==> config.mk <==
export PLATFORM = sky130hd
export DESIGN_NAME = mem_rd_scheduler_flat
export DESIGN_NICKNAME = d
export VERILOG_FILES = /design/src/rtl/mem_pkg.sv /design/src/rtl/mem_rd_scheduler_if.sv /design/src/rtl/mem_rd_scheduler.sv /design/src/flat_wrapper.sv
export SDC_FILE = /design/constraint.sdc
export NUM_CORES = 1
export LEC_CHECK = 0
export CORE_ASPECT_RATIO = 2
export CORE_MARGIN = 2
export CORE_UTILIZATION = 27
export DETAILED_ROUTE_END_ITERATION = 16
export PLACE_DENSITY = 0.79
export SLEW_MARGIN = 20
export SYNTH_ARGS = -nofsm -noshare
export SYNTH_HDL_FRONTEND = slang
export SYNTH_SLANG_ARGS = --single-unit
==> constraint.sdc <==
create_clock -name clk -period 4.76 [get_ports clk]
set_input_delay 1.428 -clock clk [delete_from_list [all_inputs] [get_ports clk]]
set_output_delay 1.428 -clock clk [all_outputs]
set_load 0.005 [all_outputs]
==> src/rtl/mem_pkg.sv <==
// Shared packet-memory geometry used by the read and write schedulers.
package mem_pkg;
  localparam int unsigned ADDR_W     = 12;
  localparam int unsigned BLOCK_BITS = 64;
endpackage

==> src/rtl/mem_rd_scheduler_if.sv <==
// Requester-side and memory-side signal bundle for the packet-memory read scheduler.
interface mem_rd_scheduler_if #(
  parameter int unsigned NUM_PORTS  = 4,
  parameter int unsigned ADDR_W     = mem_pkg::ADDR_W,
  parameter int unsigned BLOCK_BITS = mem_pkg::BLOCK_BITS
) ();
  logic [NUM_PORTS-1:0]             rd_req_i;
  logic [NUM_PORTS-1:0][ADDR_W-1:0] rd_addr_i;
  logic [NUM_PORTS-1:0]             rd_last_i;
  logic [NUM_PORTS-1:0]             rd_gnt_o;
  logic                             mem_re_o;
  logic [ADDR_W-1:0]                mem_raddr_o;
  logic [BLOCK_BITS-1:0]            mem_rdata_i;
  logic [NUM_PORTS-1:0]             rd_valid_o;
  logic [BLOCK_BITS-1:0]            rd_data_o;
  logic                             locked_o;

  modport slave (
    input  rd_req_i, rd_addr_i, rd_last_i, mem_rdata_i,
    output rd_gnt_o, mem_re_o, mem_raddr_o, rd_valid_o, rd_data_o, locked_o
  );

  modport master (
    output rd_req_i, rd_addr_i, rd_last_i, mem_rdata_i,
    input  rd_gnt_o, mem_re_o, mem_raddr_o, rd_valid_o, rd_data_o, locked_o
  );
endinterface

==> src/rtl/mem_rd_scheduler.sv <==
// Round-robin sharing of the packet-memory read port among TX controllers, with
// burst locking and latency-matched steering of returned blocks.
module mem_rd_scheduler #(
  parameter int unsigned NUM_PORTS  = 4,
  parameter int unsigned RD_LAT     = 2,
  parameter int unsigned ADDR_W     = mem_pkg::ADDR_W,
  parameter int unsigned BLOCK_BITS = mem_pkg::BLOCK_BITS
) (
  input logic               clk,
  input logic               rst,
  mem_rd_scheduler_if.slave bus
);
  localparam int unsigned   PW        = (NUM_PORTS > 1) ? $clog2(NUM_PORTS) : 1;
  localparam int unsigned   PIPE_W    = RD_LAT * PW;
  localparam logic [PW-1:0] LAST_PORT = PW'(NUM_PORTS - 1);

  typedef enum logic {IDLE, LOCKED} state_e;

  state_e                      state_q, state_d;
  logic [PW-1:0]               ptr_q, ptr_d;
  logic [PW-1:0]               owner_q, owner_d;
  logic [RD_LAT-1:0]           pv_q, pv_d;
  logic [RD_LAT-1:0][PW-1:0]   pp_q, pp_d;

  logic                        issue_c;
  logic [PW-1:0]               sel_c;
  int unsigned                 idx_c;

  function automatic logic [PW-1:0] wrap_inc(input logic [PW-1:0] p);
    return (p == LAST_PORT) ? '0 : p + PW'(1);
  endfunction

  always_ff @(posedge clk or posedge rst) begin
    if (rst) begin
      state_q <= IDLE;
      ptr_q   <= '0;
      owner_q <= '0;
      pv_q    <= '0;
      pp_q    <= '0;
    end else begin
      state_q <= state_d;
      ptr_q   <= ptr_d;
      owner_q <= owner_d;
      pv_q    <= pv_d;
      pp_q    <= pp_d;
    end
  end

  always_comb begin
    state_d = state_q;
    ptr_d   = ptr_q;
    owner_d = owner_q;
    issue_c = 1'b0;
    sel_c   = owner_q;
    idx_c   = 0;

    unique case (state_q)
      IDLE: begin
        // First requester at or after ptr, wrapping by compare rather than modulo.
        for (int unsigned i = 0; i < NUM_PORTS; i++) begin
          idx_c = 32'(ptr_q) + i;
          if (idx_c >= NUM_PORTS) idx_c = idx_c - NUM_PORTS;
          if (!issue_c && bus.rd_req_i[PW'(idx_c)]) begin
            issue_c = 1'b1;
            sel_c   = PW'(idx_c);
          end
        end
        if (issue_c) begin
          if (bus.rd_last_i[sel_c]) begin
            ptr_d = wrap_inc(sel_c);
          end else begin
            state_d = LOCKED;
            owner_d = sel_c;
          end
        end
      end
      LOCKED: begin
        // Owner dropping its request leaves a bubble; the lock is kept.
        if (bus.rd_req_i[owner_q]) begin
          issue_c = 1'b1;
          if (bus.rd_last_i[owner_q]) begin
            state_d = IDLE;
            ptr_d   = wrap_inc(owner_q);
          end
        end
      end
      default: state_d = IDLE;
    endcase

    if (rst) issue_c = 1'b0;

    pv_d = RD_LAT'({pv_q, issue_c});
    pp_d = PIPE_W'({pp_q, sel_c});
  end

  assign bus.rd_gnt_o    = issue_c ? (NUM_PORTS'(1) << sel_c) : '0;
  assign bus.mem_re_o    = issue_c;
  assign bus.mem_raddr_o = issue_c ? bus.rd_addr_i[sel_c] : '0;
  assign bus.rd_valid_o  = (pv_q[RD_LAT-1] && !rst) ? (NUM_PORTS'(1) << pp_q[RD_LAT-1]) : '0;
  assign bus.rd_data_o   = bus.mem_rdata_i;
  assign bus.locked_o    = (state_q == LOCKED);

endmodule

==> src/flat_wrapper.sv <==
// flat-port wrapper written by rule: the top's interface ports become plain ports
module mem_rd_scheduler_flat 
#(
  parameter int unsigned NUM_PORTS  = 4,
  parameter int unsigned RD_LAT     = 2,
  parameter int unsigned ADDR_W     = mem_pkg::ADDR_W,
  parameter int unsigned BLOCK_BITS = mem_pkg::BLOCK_BITS
)
  (clk, rst, bus_rd_req_i, bus_rd_addr_i, bus_rd_last_i, bus_mem_rdata_i, bus_rd_gnt_o, bus_mem_re_o, bus_mem_raddr_o, bus_rd_valid_o, bus_rd_data_o, bus_locked_o);
  mem_rd_scheduler_if #(.NUM_PORTS(NUM_PORTS), .ADDR_W(ADDR_W), .BLOCK_BITS(BLOCK_BITS)) bus_i ();
  input logic clk;
  input logic rst;
  input wire logic [$bits(bus_i.rd_req_i)-1:0] bus_rd_req_i;
  input wire logic [$bits(bus_i.rd_addr_i)-1:0] bus_rd_addr_i;
  input wire logic [$bits(bus_i.rd_last_i)-1:0] bus_rd_last_i;
  input wire logic [$bits(bus_i.mem_rdata_i)-1:0] bus_mem_rdata_i;
  output wire logic [$bits(bus_i.rd_gnt_o)-1:0] bus_rd_gnt_o;
  output wire logic [$bits(bus_i.mem_re_o)-1:0] bus_mem_re_o;
  output wire logic [$bits(bus_i.mem_raddr_o)-1:0] bus_mem_raddr_o;
  output wire logic [$bits(bus_i.rd_valid_o)-1:0] bus_rd_valid_o;
  output wire logic [$bits(bus_i.rd_data_o)-1:0] bus_rd_data_o;
  output wire logic [$bits(bus_i.locked_o)-1:0] bus_locked_o;
  assign bus_i.rd_req_i = bus_rd_req_i;
  assign bus_i.rd_addr_i = bus_rd_addr_i;
  assign bus_i.rd_last_i = bus_rd_last_i;
  assign bus_i.mem_rdata_i = bus_mem_rdata_i;
  assign bus_rd_gnt_o = bus_i.rd_gnt_o;
  assign bus_mem_re_o = bus_i.mem_re_o;
  assign bus_mem_raddr_o = bus_i.mem_raddr_o;
  assign bus_rd_valid_o = bus_i.rd_valid_o;
  assign bus_rd_data_o = bus_i.rd_data_o;
  assign bus_locked_o = bus_i.locked_o;
  mem_rd_scheduler #(.NUM_PORTS(NUM_PORTS), .RD_LAT(RD_LAT), .ADDR_W(ADDR_W), .BLOCK_BITS(BLOCK_BITS)) u_core (.clk(clk), .rst(rst), .bus(bus_i));
endmodule
==> run_results.csv, run 1 <==
group,metric,value,unit
critical_path,cp-end-kind,"output pin",
cts,clkTransAtPathRegs,40,ps
cts,numClockSinks,11,
die,fp.dieW,65.4,um
status,violations,"setup timing",
die,start_util,0.280,
timing,layout_setup_ws,-219,ps
logic_synthesis,syn_nets,357,
route,drt_wl_total,6570,um
cells_and_area,utilization,0.397,
cells_and_area,syn2layout_area_growth,41.5,%
logic_synthesis,avgSynthCellArea,8.74,um2
cells_and_area,final-seq-area,275,um2
run,max-cap-violations,0,
cells_and_area,drive_above_1_share,0.362,
critical_path,critPathArrivalTime,3550,ps
timing,tightest_slew,518,ps
logic_synthesis,ys_types,53,
route,wire_per_inst,17.6,um
global_route,antenna_found_initial,0,
global_route,grt_first_pass_wirelength,9800,um
timing,setup-tns-final,-2210,ps
cts,clockBufferDepth,2,
die,die_h,127,um
timing,slew_viol_final,0,
critical_path,crit_fanout,5,
logic_synthesis,yosysTopAreaCell,"buf_4",
global_route,grt_max_degree,15,
logic_synthesis,ys.warnings.count,0,
logic_synthesis,synthTopCellsByArea,"buf_4 (24%), mux2i_1 (14%), dfrtp_1 (14%), o22ai_1 (4.3%), mux4_2 (3.3%)",
placement,post-place-ws,-1060,ps
placement,gp_congestion,0.876,
global_route,grt_overflow,0,
die,core,7270,um2
cells_and_area,nets,407,
hold_path,hp-class,"register to register",
cells_and_area,fillers,725,
die,num_io_pins,208,
timing,setup_violations,16,
cells_and_area,final_area,2880,um2
timing,rsz0062_at_grt,"true",
cells_and_area,num_antenna_cells,0,
die,die_area,8290,um2
timing,fin_crit_sh,1.05,
route,drt_iter0_drc,29,
power,fin_total_pwr,1680,uW
route,firstDrtPassIters,4,
route,vias,1896,
status,status,"finished, violations left",
global_route,grt_pass1_vias,2011,
cts,cts_hold_buffers,0,
cts,clk_latency,240,ps
cts,htree_levels,1,
logic_synthesis,syn-cell-area,2040,um2
cells_and_area,multiInputGateArea,1200,um2
critical_path,required,3330,ps
cts,cts_buffers,3,
critical_path,critPathKind,"input port to output pin",
power,ir_worst_vdd,255,uV
timing,finalClockSkew,0.313,ps
placement,placed_cell_area,2560,um2
timing,hold_viol_final,0,
cts,cts_tree,"done",
route,final_antenna_net_count,0,
route,viasPerCell,5.07,
placement,portBuffers,79,
logic_synthesis,ys_seq_area_frac,0.135,
critical_path,startpoint_type,"input port",
logic_synthesis,synth_top_area_frac,0.240,
logic_synthesis,syn-instance-count,233,
timing,min_period,4980,ps
logic_synthesis,ys_seq_elements,11,
placement,dp_hpwl,5160,um
route,route.detailed.drc,0,
die,rows,44,
global_route,grt_use_total,0.154,
timing,fmax,201,MHz
cts,cts-root-buf,"clkbuf_16",
power,powerDensity,581,nW/um2
timing,max_slew_margin,0.652,
power,power.leakage,0.00130,uW
through the flow:
stage / instances / hold WS (ps)
after floorplan: 233 / 331
after global placement: 356 / 333
after detailed placement: 356 / 336
after CTS: 372 / 344
after global routing: 374 / 354
final: 374 / 342
area by class of cell:
type | count | share of cell area
timing repair buffer | 122 | 0.401
inverter | 12 | 0.0182
multi-input combinational | 133 | 0.418
sequential | 11 | 0.0955
tap | 92 | 0.0399
clock buffer | 4 | 0.0274
synth_stat cells, drive strengths merged:
master and instances:
a2111oi 1, a211oi 2, a21o 1, a21oi 6, a22oi 1, a31oi 1, a32o 2, a32oi 1
and3 2, and4bb 1, buf 75, clkbuf 2, dfrtp 11, ha 2, inv 12, mux2 3
mux2i 29, mux4 3, nand2 13, nand2b 1, nand3 1, nand3b 1, nand4 1, nor2 12
nor2b 6, nor3 1, nor3b 3, nor4 4, nor4b 2, nor4bb 1, o211a 1, o211ai 2
o21ai 5, o22ai 14, o31ai 4, o32ai 2, or2 2, or2b 1, or3b 1
path summary, 6_finish.rpt:
check	start	to	depth (start not counted)	slack, ps
worst max register to register	u_core.ptr_q[1]	u_core.ptr_q[0]	8	1960
max in group asynchronous	rst	u_core.pp_q[2]	2	2910
worst min register to register	u_core.pv_q[0]	u_core.pv_q[1]	0	340
worst max-delay path	bus_rd_req_i[2]	bus_mem_raddr_o[9]	13	-220
min in group asynchronous	rst	u_core.pv_q[1]	2	1560
worst min-delay path	u_core.pv_q[0]	u_core.pv_q[1]	0	340
state kept, by name, summed over array words and instances, names as in the netlist:
register	cells
u_core.owner_q	2
u_core.pp_d	2
u_core.pp_q	2
u_core.ptr_q	2
u_core.pv_q	2
u_core.bus.locked_o	1
routing by layer:
layer,up-vias,track usage,wire [um]
met5,-,0,0
met3,82,0.0248,476
met1,858,0.121,1740
li1,865,-,-
met2,91,0.278,3520
met4,0,0.180,828
power by group:
| group | internal (uW) | switching (uW) |
|---|---|---|
| Sequential | 139 | 69.9 |
| Clock | 112 | 38.8 |
| Combinational | 748 | 568 |
| Total | 999 | 677 |
what timing repair did:
action	CTS	global route
setup endpoints to repair	17	16
setup buffers	10	2
gates cloned	2	2
resized for setup	113	21
pin swaps	14	16
placed cells by master, fill, tap and decap left out, drive strengths merged, types with 2 or more instances in the layout:
cell type / Yosys / final
o22ai: 14 / 14
a21oi: 6 / 6
buf: 75 / 61
ha: 2 / 2
clkdlybuf4s50: 0 / 59
o211ai: 2 / 2
mux2: 3 / 3
mux4: 3 / 3
nor4b: 2 / 2
nor3b: 3 / 3
inv: 12 / 12
nor2: 12 / 12
or2: 2 / 2
nor4: 4 / 4
mux2i: 29 / 29
o32ai: 2 / 2
a211oi: 2 / 2
and3: 2 / 2
clkbuf: 2 / 6
nand2: 13 / 13
o21ai: 5 / 5
dfrtp: 11 / 11
o31ai: 4 / 4
a32o: 2 / 2
nor2b: 6 / 6
cells by family after synthesis:
| logic type | after synthesis | share of synthesized area |
|---|---|---|
| adder cells (fa/ha/maj) | 2 | 0.0123 |
| flip-flops | 11 | 0.135 |
| buffers and inverters | 89 | 0.326 |
| AND/OR/NAND/NOR | 53 | 0.160 |
| AO/OA/AOI/OAI | 43 | 0.171 |
| multiplexers | 35 | 0.196 |
critical path, cell delays in order:
cell	delay (ps)
buf_12	100
or3b_4	400
a2111oi_4	340
buf_4	190
o31ai_4	80
o31ai_4	80
a22oi_2	130
buf_6	170
buf_6	130
buf_8	120
mux2i_1	110
o22ai_1	150
buf_2	130
No activity file was read; power rests on OpenSTA's default activity.
==> run 2: changes to the inputs <==
--- a/config.mk
+++ b/config.mk
@@ -6,7 +6,7 @@
 export NUM_CORES = 1
 export LEC_CHECK = 0
 export CORE_ASPECT_RATIO = 2
-export CORE_MARGIN = 2
+export CORE_MARGIN = 3
 export CORE_UTILIZATION = 27
 export DETAILED_ROUTE_END_ITERATION = 16
 export PLACE_DENSITY = 0.79
==> run_results.csv, run 2 (same netlist as run 1, synthesis figures left out) <==
group,metric,value,unit
cts,clkTransAtPathRegs,40,ps
global_route,grt_overflow,0,
timing,slew_viol_final,0,
critical_path,crit_chain,"buf_12 -> nor2b_4 -> mux4_2 -> o31ai_4 -> o31ai_4 -> a22oi_2 -> buf_4 -> clkbuf_16 -> buf_6 -> mux2i_1 -> o22ai_2 -> buf_2",
die,core,7320,um2
cells_and_area,final_common_cell,"clkdlybuf4s50_1",
route,drt_iter0_drc,25,
die,num_io_pins,208,
cts,cts-root-buf,"clkbuf_16",
timing,min_period,5060,ps
timing,fin_crit_sh,1.06,
critical_path,path_delay_family,"multiplexers",
timing,setup-tns-final,-2990,ps
cells_and_area,layout_common_cells,"clkdlybuf4s50_1 (59), buf_4 (36), mux2i_1 (27)",
critical_path,r2r-start,"u_core.ptr_q[1]",
timing,hold_viol_final,0,
timing,finalClockSkew,2.08,ps
placement,dp_hpwl,4960,um
timing,rsz0062_at_grt,"true",
power,powerDensity,599,nW/um2
cts,cts_hold_buffers,0,
global_route,grt_first_pass_wirelength,9310,um
hold_path,holdPathStages,0,
route,firstDrtPassIters,4,
global_route,antenna_found_initial,0,
cells_and_area,num_antenna_cells,0,
critical_path,crit_slowest_cell,"mux4_2",
timing,fmax,198,MHz
cells_and_area,syn2layout_area_growth,50.2,%
critical_path,r2r_cells,7,
timing,max_slew_margin,0.660,
critical_path,critPathKind,"input port to output pin",
critical_path,max_stage_delay,530,ps
cts,cts_tree,"done",
die,die_area,8680,um2
timing,setup_violations,15,
status,violations,"setup timing",
status,status,"finished, violations left",
route,wire_per_inst,16.0,um
route,drt_wl_total,6250,um
global_route,grt_pass1_vias,1992,
cts,clk_latency,240,ps
timing,tightest_slew,505,ps
route,vias,1920,
critical_path,crit_top_cell,"o31ai_4",
placement,portBuffers,79,
placement,post-place-ws,-1030,ps
cells_and_area,fillers,692,
hold_path,hp-class,"register to register",
placement,gp_congestion,0.860,
run,max-cap-violations,0,
cells_and_area,multiInputGateArea,1210,um2
hold_path,whs_endpoint,"u_core.pp_q[3]",
critical_path,crit_fanout,6,
route,final_antenna_net_count,0,
critical_path,required,3330,ps
route,viasPerCell,4.92,
timing,layout_setup_ws,-303,ps
critical_path,path_buf_inv,5,
global_route,grt_use_total,0.139,
critical_path,startpoint_type,"input port",
critical_path,r2r-end,"u_core.ptr_q[0]",
cts,htree_levels,1,
cts,clockBufferDepth,2,
global_route,grt_max_degree,15,
critical_path,critPathArrivalTime,3640,ps
die,start_util,0.278,
power,power.leakage,0.00141,uW
cells_and_area,drive_above_1_share,0.409,
cts,cts_buffers,3,
cts,numClockSinks,11,
hold_path,hold_path.startpoint,"u_core.pp_d[3]",
die,fp.dieW,67.4,um
die,rows,44,
critical_path,reg2reg_setup_slack,1820,ps
die,die_h,129,um
critical_path,cp-end-kind,"output pin",
cells_and_area,nets,423,
power,ir_worst_vdd,374,uV
cells_and_area,final-seq-area,275,um2
route,route.detailed.drc,0,
## run 2: cell types whose count changed in the layout (fill, tap and decap cells not counted), moves of 2 or more
cell and delta:
buf_6 +5, buf_12 +2, buf_4 +9, mux2i_2 +2
## run 2: worst max path at each step
stage / startpoint / endpoint / slack (ps) / depth (start not counted)
after CTS: bus_rd_req_i[0] / bus_mem_raddr_o[3] / -360 / 11
after floorplan: bus_rd_req_i[1] / bus_mem_raddr_o[0] / 60 / 9
after detailed placement: bus_rd_req_i[1] / bus_mem_raddr_o[0] / -1030 / 11
final: bus_rd_req_i[0] / bus_mem_raddr_o[3] / -300 / 12
after global placement: bus_rd_req_i[1] / bus_mem_raddr_o[5] / -1000 / 11
after global routing: bus_rd_req_i[0] / bus_mem_raddr_o[3] / -370 / 12
## run 2: layout make-up
type | instances | share of cell area
clock buffer | 4 | 0.0258
inverter | 12 | 0.0172
multi-input combinational | 133 | 0.395
sequential | 11 | 0.0901
tap | 92 | 0.0377
timing repair buffer | 138 | 0.435
## run 2: metrics by stage
step	instances	hold WS, ps	area [um2]	total power [uW]	utilization
2_1_floorplan	233	331	2040	966	-
3_3_place_gp	358	335	2610	1340	0.357
3_5_place_dp	358	335	2610	1360	0.357
4_1_cts	383	344	2920	1740	0.398
5_1_grt	390	370	3060	1950	0.417
6_report	390	343	3060	1830	0.417
## run 2: routing by layer
| layer | vias to the layer above | global-route usage | share of wire |
|---|---|---|---|
| li1 | 896 | - | - |
| met1 | 877 | 0.117 | 0.29 |
| met2 | 81 | 0.256 | 0.55 |
| met3 | 66 | 0.0218 | 0.060 |
| met4 | 0 | 0.135 | 0.10 |
| met5 | - | 0 | 0 |
## run 2: what timing repair did
item	4_1_cts	5_1_grt
endpoints found under the setup margin	17	16
gates cloned	1	0
gates resized for setup	113	27
pin swaps	18	8
buffers inserted	21	8
## run 2: where the power goes
group | internal (uW) | total (uW) | switching, uW
Combinational | 883 | 1460 | 575
Sequential | 139 | 220 | 81.4
Clock | 112 | 151 | 38.9
==> run 3: changes to the inputs <==
--- a/config.mk
+++ b/config.mk
@@ -5,6 +5,7 @@
 export SDC_FILE = /design/constraint.sdc
 export NUM_CORES = 1
 export LEC_CHECK = 0
+export ABC_AREA = 0
 export CORE_ASPECT_RATIO = 2
 export CORE_MARGIN = 3
 export CORE_UTILIZATION = 27
==> results of run 3 <==
The final DEF is identical to that of run 2; final timing and power are the same.
